==> src/rtl/pwm_multi_core.sv <==
// N-channel PWM with a shared prescaler and period counter, edge/center modes, double-buffered config.
// Define PWM_POLARITY_EN to add the staged per-channel polarity input i_pol.
module pwm_multi_core #(
  parameter int R   = 10,
  parameter int N   = 4,
  parameter int PSW = 32
) (
  input  logic               i_clk,
  input  logic               i_nrst,
  input  logic               i_en,
  input  logic [PSW-1:0]     i_scaler,
  input  logic [R-1:0]       i_top,
  input  logic               i_mode,
  input  logic [N*(R+1)-1:0] i_duty,
`ifdef PWM_POLARITY_EN
  input  logic [N-1:0]       i_pol,
`endif
  input  logic               i_load,
  output logic [N-1:0]       o_pwm,
  output logic               o_period_end,
  output logic               o_load_ack
);

  typedef enum logic {DIR_UP, DIR_DOWN} dir_t;

  typedef struct packed {
    logic [R-1:0]       top;
    logic               mode;
    logic [N*(R+1)-1:0] duty;
    logic [N-1:0]       pol;
  } cfg_t;

  localparam cfg_t CFG_RST = '{top: {R{1'b1}}, mode: 1'b0, duty: '0, pol: '0};

  logic [N-1:0] pol_in;
`ifdef PWM_POLARITY_EN
  assign pol_in = i_pol;
`else
  assign pol_in = '0;
`endif

  cfg_t           cfg_in, cfg_s, cfg_a;
  logic           pending;
  logic [PSW-1:0] psc;
  logic [R-1:0]   cnt, cnt_nxt;
  dir_t           dir, dir_nxt;
  logic           tick, center, bnd, xfer;
  logic           bnd_q, xfer_q;
  logic [N-1:0]   pwm_nxt;

  assign cfg_in = '{top: i_top, mode: i_mode, duty: i_duty, pol: pol_in};

  // NOTE: every output of this block gets a default first, so no path leaves a latch behind.
  always_comb begin
    cnt_nxt = cnt;
    dir_nxt = dir;
    bnd     = 1'b0;
    tick    = i_en && (psc >= i_scaler);
    // A zero top in center mode degenerates to the edge-mode sequence.
    center  = cfg_a.mode && (cfg_a.top != '0);
    if (tick) begin
      if (!center) begin
        if (cnt == cfg_a.top) begin
          cnt_nxt = '0;
          bnd     = 1'b1;
        end else begin
          cnt_nxt = cnt + 1'b1;
        end
      end else if (dir == DIR_UP) begin
        cnt_nxt = cnt + 1'b1;
        if (cnt_nxt == cfg_a.top) dir_nxt = DIR_DOWN;
      end else begin
        cnt_nxt = cnt - 1'b1;
        if (cnt_nxt == '0) begin
          dir_nxt = DIR_UP;
          bnd     = 1'b1;
        end
      end
    end
    // While disabled every cycle counts as a boundary for handing staged values over.
    xfer = (pending || i_load) && (bnd || !i_en);
    for (int k = 0; k < N; k++) begin
      pwm_nxt[k] = i_en ? (({1'b0, cnt} < cfg_a.duty[k*(R+1) +: R+1]) ^ cfg_a.pol[k])
                        : cfg_a.pol[k];
    end
  end

  // NOTE: state registers use non-blocking assignments so every flop samples pre-edge values.
  always_ff @(posedge i_clk or negedge i_nrst) begin
    if (!i_nrst) begin
      psc          <= '0;
      cnt          <= '0;
      dir          <= DIR_UP;
      cfg_a        <= CFG_RST;
      cfg_s        <= CFG_RST;
      pending      <= 1'b0;
      bnd_q        <= 1'b0;
      xfer_q       <= 1'b0;
      o_pwm        <= '0;
      o_period_end <= 1'b0;
      o_load_ack   <= 1'b0;
    end else begin
      psc <= (!i_en || tick) ? '0 : psc + 1'b1;
      if (!i_en) begin
        cnt <= '0;
        dir <= DIR_UP;
      end else begin
        cnt <= cnt_nxt;
        dir <= dir_nxt;
      end
      if (xfer) begin
        cfg_a   <= i_load ? cfg_in : cfg_s;
        pending <= 1'b0;
        cnt     <= '0;
        dir     <= DIR_UP;
      end else if (i_load) begin
        cfg_s   <= cfg_in;
        pending <= 1'b1;
      end
      // Events ride one extra stage so they line up with the registered compare of cnt==0.
      bnd_q        <= bnd;
      xfer_q       <= xfer;
      o_period_end <= bnd_q;
      o_load_ack   <= xfer_q;
      o_pwm        <= pwm_nxt;
    end
  end

endmodule

==> config.mk <==
export PLATFORM = sky130hd
export DESIGN_NAME = pwm_multi_core
export DESIGN_NICKNAME = d
export VERILOG_FILES = /design/src/rtl/pwm_multi_core.sv
export SDC_FILE = /design/constraint.sdc
export NUM_CORES = 1
export LEC_CHECK = 0
export ABC_CLOCK_PERIOD_IN_PS = 5600
export BUFFER_PORTS_ARGS = -buffer_cell sky130_fd_sc_hd__buf_2
export CORE_MARGIN = 1
export CORE_UTILIZATION = 30
export CTS_BUF_LIST = sky130_fd_sc_hd__clkbuf_16
export DETAILED_ROUTE_END_ITERATION = 10
export PLACE_DENSITY = 0.51
export SETUP_SLACK_MARGIN = 0.1
export SKIP_LAST_GASP = 1
export SLEW_MARGIN = 20
export SYNTH_ARGS = -nofsm -noshare
export SYNTH_HDL_FRONTEND = slang
export SYNTH_SLANG_ARGS = --single-unit
export TNS_END_PERCENT = 50
==> constraint.sdc <==
create_clock -name i_clk -period 5.6 [get_ports i_clk]
set_clock_uncertainty 0.15 [all_clocks]
set_input_delay 0.84 -clock i_clk [delete_from_list [all_inputs] [get_ports i_clk]]
set_output_delay 0.84 -clock i_clk [all_outputs]
set_load 0.05 [all_outputs]
==> flow_summary.ini, run 1 <==
[floorplanning]
initial_core_util = 0.308
dieArea_um2 = 33300
core.rowCount = 65
io_pins = 97
die_x_um = 183
core_um2 = 31800
die_y_um = 183

[drt]
vias_per_cell = 4.68
vias = 6771
dr.pass1.iters = 4
wl_per_cell_um = 15.4
antenna_left = 0
drc = 0
wirelength_um = 22200
drt_iter0_drc = 313

[sta]
fin_crit_ns = 3.83
slew_viol_final = 0
hold_viol = 0
tightest_slew_ns = 0.868
timing.setup.tns_ns = 0
slew_headroom = 0.421
fin_crit_sh = 0.684
rsz0062_at_grt = no
fmax_ghz = 0.261
setup-violations-final = 0

[pwr]
seqPwrFrac = 0.459
switchingPower_mw = 0.884
peakVddDrop_mv = 0.225
internal_power_mw = 2.38
swShare = 0.271
p_leak_nw = 5.40
total_power_mw = 3.26
power_frac_comb = 0.159
p_per_area_nw_per_um2 = 289
clock_power_share = 0.383

[cells_and_area]
final_core_util = 0.355
drive_gt1_frac = 0.208
area_growth_pct = 15.6
num-nets-final = 1161
antenna_cells = 0

[synthesis]
ys.warnings.count = 0
mappedNetlistArea_um2 = 9780
synth-edff-count = 0
synthFlopType = dfrtp_1
syn_nets = 1072
ys_types = 60
synthCells = 909
ys_ff_latch = 170
async_reset_ff_frac = 1.00
avgSynthCellArea_um2 = 10.8
synth-seq-area-share = 0.438

[clocking]
cts_tree = yes
cts_hold_buffers = 0
cts.sinks = 170
post_cts_buffers = 0
htreeDepth = 4
clockBufferDepth = 2
cts_resized = 0
cts-root-buf = clkbuf_16
numCtsBuffers = 17
clock_latency_ns = 0.44
path_clk_slew_ns = 0.08

[global_route]
grt_pass1_wl_um = 37200
antenna_found_initial = 0
grt_start_max_net_pins = 116
track_usage = 0.143
grt_overflow_total = 0
grt_pass1_vias = 7016

[min_path]
hold_path_class = input port to asynchronous set/reset pin

[worst_setup_path]
worst_setup_path_start_kind = register
critPathMaxStageDelay_ns = 0.74
arrival_ns = 3.99
crit_chain = inv_1, ha_1, o41ai_1, nand4_1, nor4_4, nor2_2, o21ai_4, buf_4, mux2_2
crit_fanout = 59
crit_slowest_cell = dfrtp_1
crit_required_ns = 5.77
critPathKind = register to register
end_kind = register

[placement]
dp_hpwl_um = 15500
gp_congestion = 0.795
portBuffers = 96

[outcome]
outcome = complete, no violations

[job]
cap_violations = 0
==> per-stage QoR <==
step	instances	setup slack [ns]	cell area, µm²	hold WS [ns]
after floorplan	909	2.38	9780	0.181
after global placement	1414	1.63	10700	0.196
after detailed placement	1414	1.54	10700	0.198
after CTS	1446	1.77	11300	0.214
after global routing	1446	1.49	11300	0.226
final	1446	1.77	11300	0.197
==> final timing paths <==
kind,cells after the start,end,from,slack (ns)
max,9,cfg_s[32]$_DFFE_PN0N_,cnt[1]$_DFFE_PN0P_,1.77
max in group asynchronous,2,psc[10]$_DFF_PN0_,i_nrst,4.10
min in group i_clk,0,o_load_ack$_DFF_PN0_,xfer_q$_DFF_PN0_,0.21
min,1,cfg_s[40]$_DFFE_PN0N_,i_nrst,0.20
max reg2reg,9,cfg_s[32]$_DFFE_PN0N_,cnt[1]$_DFFE_PN0P_,1.77
min reg2reg,0,o_load_ack$_DFF_PN0_,xfer_q$_DFF_PN0_,0.21
==> routing by layer <==
| metal | track usage | vias to the layer above | part of all wire | wire (µm) |
|---|---|---|---|---|
| li1 | - | 3352 | - | - |
| met1 | 0.190 | 3300 | 0.48 | 10700 |
| met2 | 0.234 | 95 | 0.47 | 10400 |
| met3 | 0.0241 | 24 | 0.030 | 673 |
| met4 | 0.0484 | 0 | 0.017 | 379 |
| met5 | 0 | - | 0 | 0 |
==> power groups by stage <==
stage,Sequential (mW),Combinational (mW),Clock [mW]
2_1_floorplan,1.51,0.374,0
3_3_place_gp,1.52,0.514,0
3_5_place_dp,1.52,0.527,0
4_1_cts,1.50,0.531,1.29
5_1_grt,1.52,0.597,1.33
6_report,1.50,0.517,1.25
==> logic make-up (layout without fill, tap and decap cells) <==
family | after synthesis | after routing | share of synthesized area
AND/OR/NAND/NOR | 216 | 216 | 0.111
flip-flops | 170 | 170 | 0.438
multiplexers | 167 | 167 | 0.183
AO/OA/AOI/OAI | 116 | 116 | 0.0768
buffers and inverters | 115 | 217 | 0.0526
adder cells (fa/ha/maj) | 72 | 72 | 0.0921
XOR/XNOR | 53 | 53 | 0.0475
==> critical path, delay by kind of cell (launching register included) <==
| kind | cells | cell delay (ns) |
|---|---|---|
| buf+inv | 2 | 0.81 |
| flops | 1 | 0.74 |
| fa+ha+maj | 1 | 0.32 |
| simple gates | 3 | 0.65 |
| mux | 1 | 0.41 |
| compound gates | 2 | 0.54 |
==> cell usage after synthesis, drive strengths merged (6+ instances only) <==
| library cell | instances | area share |
|---|---|---|
| a21o | 13 | 0.010 |
| nor2 | 61 | 0.024 |
| buf | 19 | 0.016 |
| o21ai | 35 | 0.019 |
| mux2i | 76 | 0.078 |
| dfstp | 20 | 0.054 |
| a21oi | 28 | 0.014 |
| nor4 | 8 | 0.0067 |
| nor3 | 16 | 0.0099 |
| inv | 81 | 0.031 |
| or2 | 9 | 0.0058 |
| nand2b | 8 | 0.0051 |
| nand3 | 14 | 0.0072 |
| and3 | 9 | 0.0058 |
| a211oi | 6 | 0.0046 |
| nand4 | 13 | 0.0083 |
| mux2 | 91 | 0.10 |
| ha | 72 | 0.092 |
| dfrtp | 150 | 0.38 |
| clkbuf | 15 | 0.0058 |
| nand2 | 54 | 0.021 |
| xor2 | 28 | 0.025 |
| xnor2 | 25 | 0.022 |
| and2 | 6 | 0.0038 |
| a211o | 7 | 0.0063 |
==> area by class of cell <==
cell class	instances	area [µm²]
Sequential cell	170	4280
Clock inverter	15	190
Tap cell	435	544
Multi-Input combinational cell	624	4990
Clock buffer	17	425
Inverter	81	304
Timing Repair Buffer	104	574
Fill cell	3172	20500
==> sequential cells by signal, indices dropped and copies added (netlist names), 4 cells and up <==
name / cells
cfg_a: 59
psc: 32
cnt: 10
cfg_s: 59
o_pwm: 4
==> layout by cell type (no fill, tap or decap), drive strengths merged, types with 14 or more instances in the layout <==
cell type and n:
a21oi 28, buf 104, clkbuf 17, dfrtp 150, dfstp 20, ha 72
inv 88, mux2 91, mux2i 76, nand2 54, nand3 14, nor2 61
nor3 16, o21ai 35, xnor2 25, xor2 28
Note: power is estimated with default switching activity, not from simulation.
==> inputs of run 2 (changes only) <==
Settings changed: ABC_CLOCK_PERIOD_IN_PS 5600 to 3100, PLACE_DENSITY 0.51 to 0.53.
Clock period 5.6 ns to 3.1 ns, I/O delays scaled along.
==> flow_summary.ini, run 2 (same netlist as run 1, synthesis figures left out) <==
[outcome]
outcome = complete, no violations

[sta]
hold_viol = 0
finalHoldWorstSlack_ns = 0.0971
fin_crit_ns = 2.94
slew_viol_final = 0
tightest_slew_ns = 0.655
setup-violations-final = 0
timing.setup.tns_ns = 0
fmax_ghz = 0.340
slew_headroom = 0.561
fin_crit_sh = 0.948
setup_slack_ns = 0.160
rsz0062_at_grt = yes

[floorplanning]
die_x_um = 183
dieArea_um2 = 33300
core_um2 = 31800
die_y_um = 183
core.rowCount = 65
initial_core_util = 0.308
io_pins = 97

[global_route]
track_usage = 0.143
antenna_found_initial = 0
grt_pass1_vias = 6933
grt_pass1_wl_um = 37300
grt_start_max_net_pins = 69
grt_overflow_total = 0

[placement]
gp_congestion = 0.817
dp_hpwl_um = 16800
dpl-instance-area_um2 = 11100
dp_slack_ns = -0.0676
portBuffers = 96
numPlacedInstances = 1453

[drt]
vias_per_cell = 4.64
wl_per_cell_um = 15.4
antenna_left = 0
wirelength_um = 23300
vias = 7018
dr.pass1.iters = 4
drc = 0
drt_iter0_drc = 279

[pwr]
peakVddDrop_mv = 0.398
p_leak_nw = 5.81
clock_power_share = 0.369
seqPwrFrac = 0.458
swShare = 0.287
internal_power_mw = 4.22
switchingPower_mw = 1.70
total_power_mw = 5.91
p_per_area_nw_per_um2 = 491
power_frac_comb = 0.173

[cells_and_area]
final_common_cell = dfrtp_1
drive_gt1_frac = 0.271
final_cell_mix = 146 x dfrtp_1, 94 x buf_2, 79 x inv_1
fin_cells = 1511
area_growth_pct = 23.1
top_regs = cfg_a (59), cfg_s (59), psc (32)
num-nets-final = 1226
final_cell_area_um2 = 12000
antenna_cells = 0
final_core_util = 0.379

[worst_setup_path]
crit_fanout = 10
arrival_ns = 3.16
crit_required_ns = 3.32
end_kind = register
worst_setup_path_start_kind = register
critPathKind = register to register

[job]
cap_violations = 0

[clocking]
path_clk_slew_ns = 0.08
clockBufferDepth = 2
clock_latency_ns = 0.44
cts_tree = yes
numCtsBuffers = 17
cts-root-buf = clkbuf_16
cts.sinks = 170
htreeDepth = 4

[min_path]
hold_path_class = input port to register
==> run 2: cell types whose count changed in the layout (fill, tap and decap cells not counted), moves of 2 or more <==
cell and delta:
clkbuf_16 +5, clkinv_8 +2, dfrtp_1 -4, buf_6 +6
o21ai_2 +2, buf_4 +46, dfrtp_2 +4, buf_12 +7
inv_2 +2, bufinv_16 -2, inv_1 -3, clkinv_2 -2
==> run 2: worst paths after layout <==
kind	start	to	slack (ns)	depth (start not counted)
setup / recovery	cnt[0]$_DFFE_PN0P_	cfg_a[55]$_DFFE_PN1P_	0.16	11
min in group asynchronous	i_nrst	cfg_s[45]$_DFFE_PN0N_	0.46	2
hold / removal	i_duty[5]	cfg_s[9]$_DFFE_PN0N_	0.1	2
setup reg to reg	cnt[0]$_DFFE_PN0P_	cfg_a[55]$_DFFE_PN1P_	0.16	11
max in group asynchronous	i_nrst	cfg_s[55]$_DFFE_PN1N_	1.61	3
hold reg to reg	bnd_q$_DFF_PN0_	o_period_end$_DFF_PN0_	0.21	0
==> run 2: routing by layer <==
metal,GRT usage,up-vias,share of wire
li1,-,3480,-
met1,0.191,3432,0.47
met2,0.234,81,0.48
met3,0.0229,25,0.025
met4,0.0484,0,0.018
met5,0,-,0
==> run 2: worst max-delay path, stage by stage (launching register included) <==
cell and delay, ns:
dfrtp_2 0.45, buf_4 0.15, buf_4 0.17, xnor2_2 0.17, nand4_1 0.10, or3_1 0.43, o21ai_2 0.23, nor2_4 0.09
nor3_4 0.25, buf_4 0.18, clkbuf_16 0.16, mux2_2 0.33
==> run 2: power groups by stage <==
stage | Sequential, mW | Combinational [mW] | Clock, mW
2_1_floorplan | 2.72 | 0.675 | 0
3_3_place_gp | 2.75 | 0.969 | 0
3_5_place_dp | 2.75 | 0.992 | 0
4_1_cts | 2.71 | 1.00 | 2.27
5_1_grt | 2.75 | 1.16 | 2.33
6_report | 2.71 | 1.02 | 2.18
==> run 2: layout make-up <==
type,instances,area [µm²]
inverter,81,304
timing repair buffer,169,1260
sequential,170,4280
clock buffer,17,425
clock inverter,15,176
tap,435,544
fill,3180,19800
multi-input combinational,624,5050
==> run 2: timing repair <==
action,in CTS,in global routing
pin swaps,0,8
cloned,0,6
hold buffers,1,0
endpoints found under the hold margin,52,0
setup endpoints to repair,62,142
resized for setup,3,21
buffers inserted,0,19
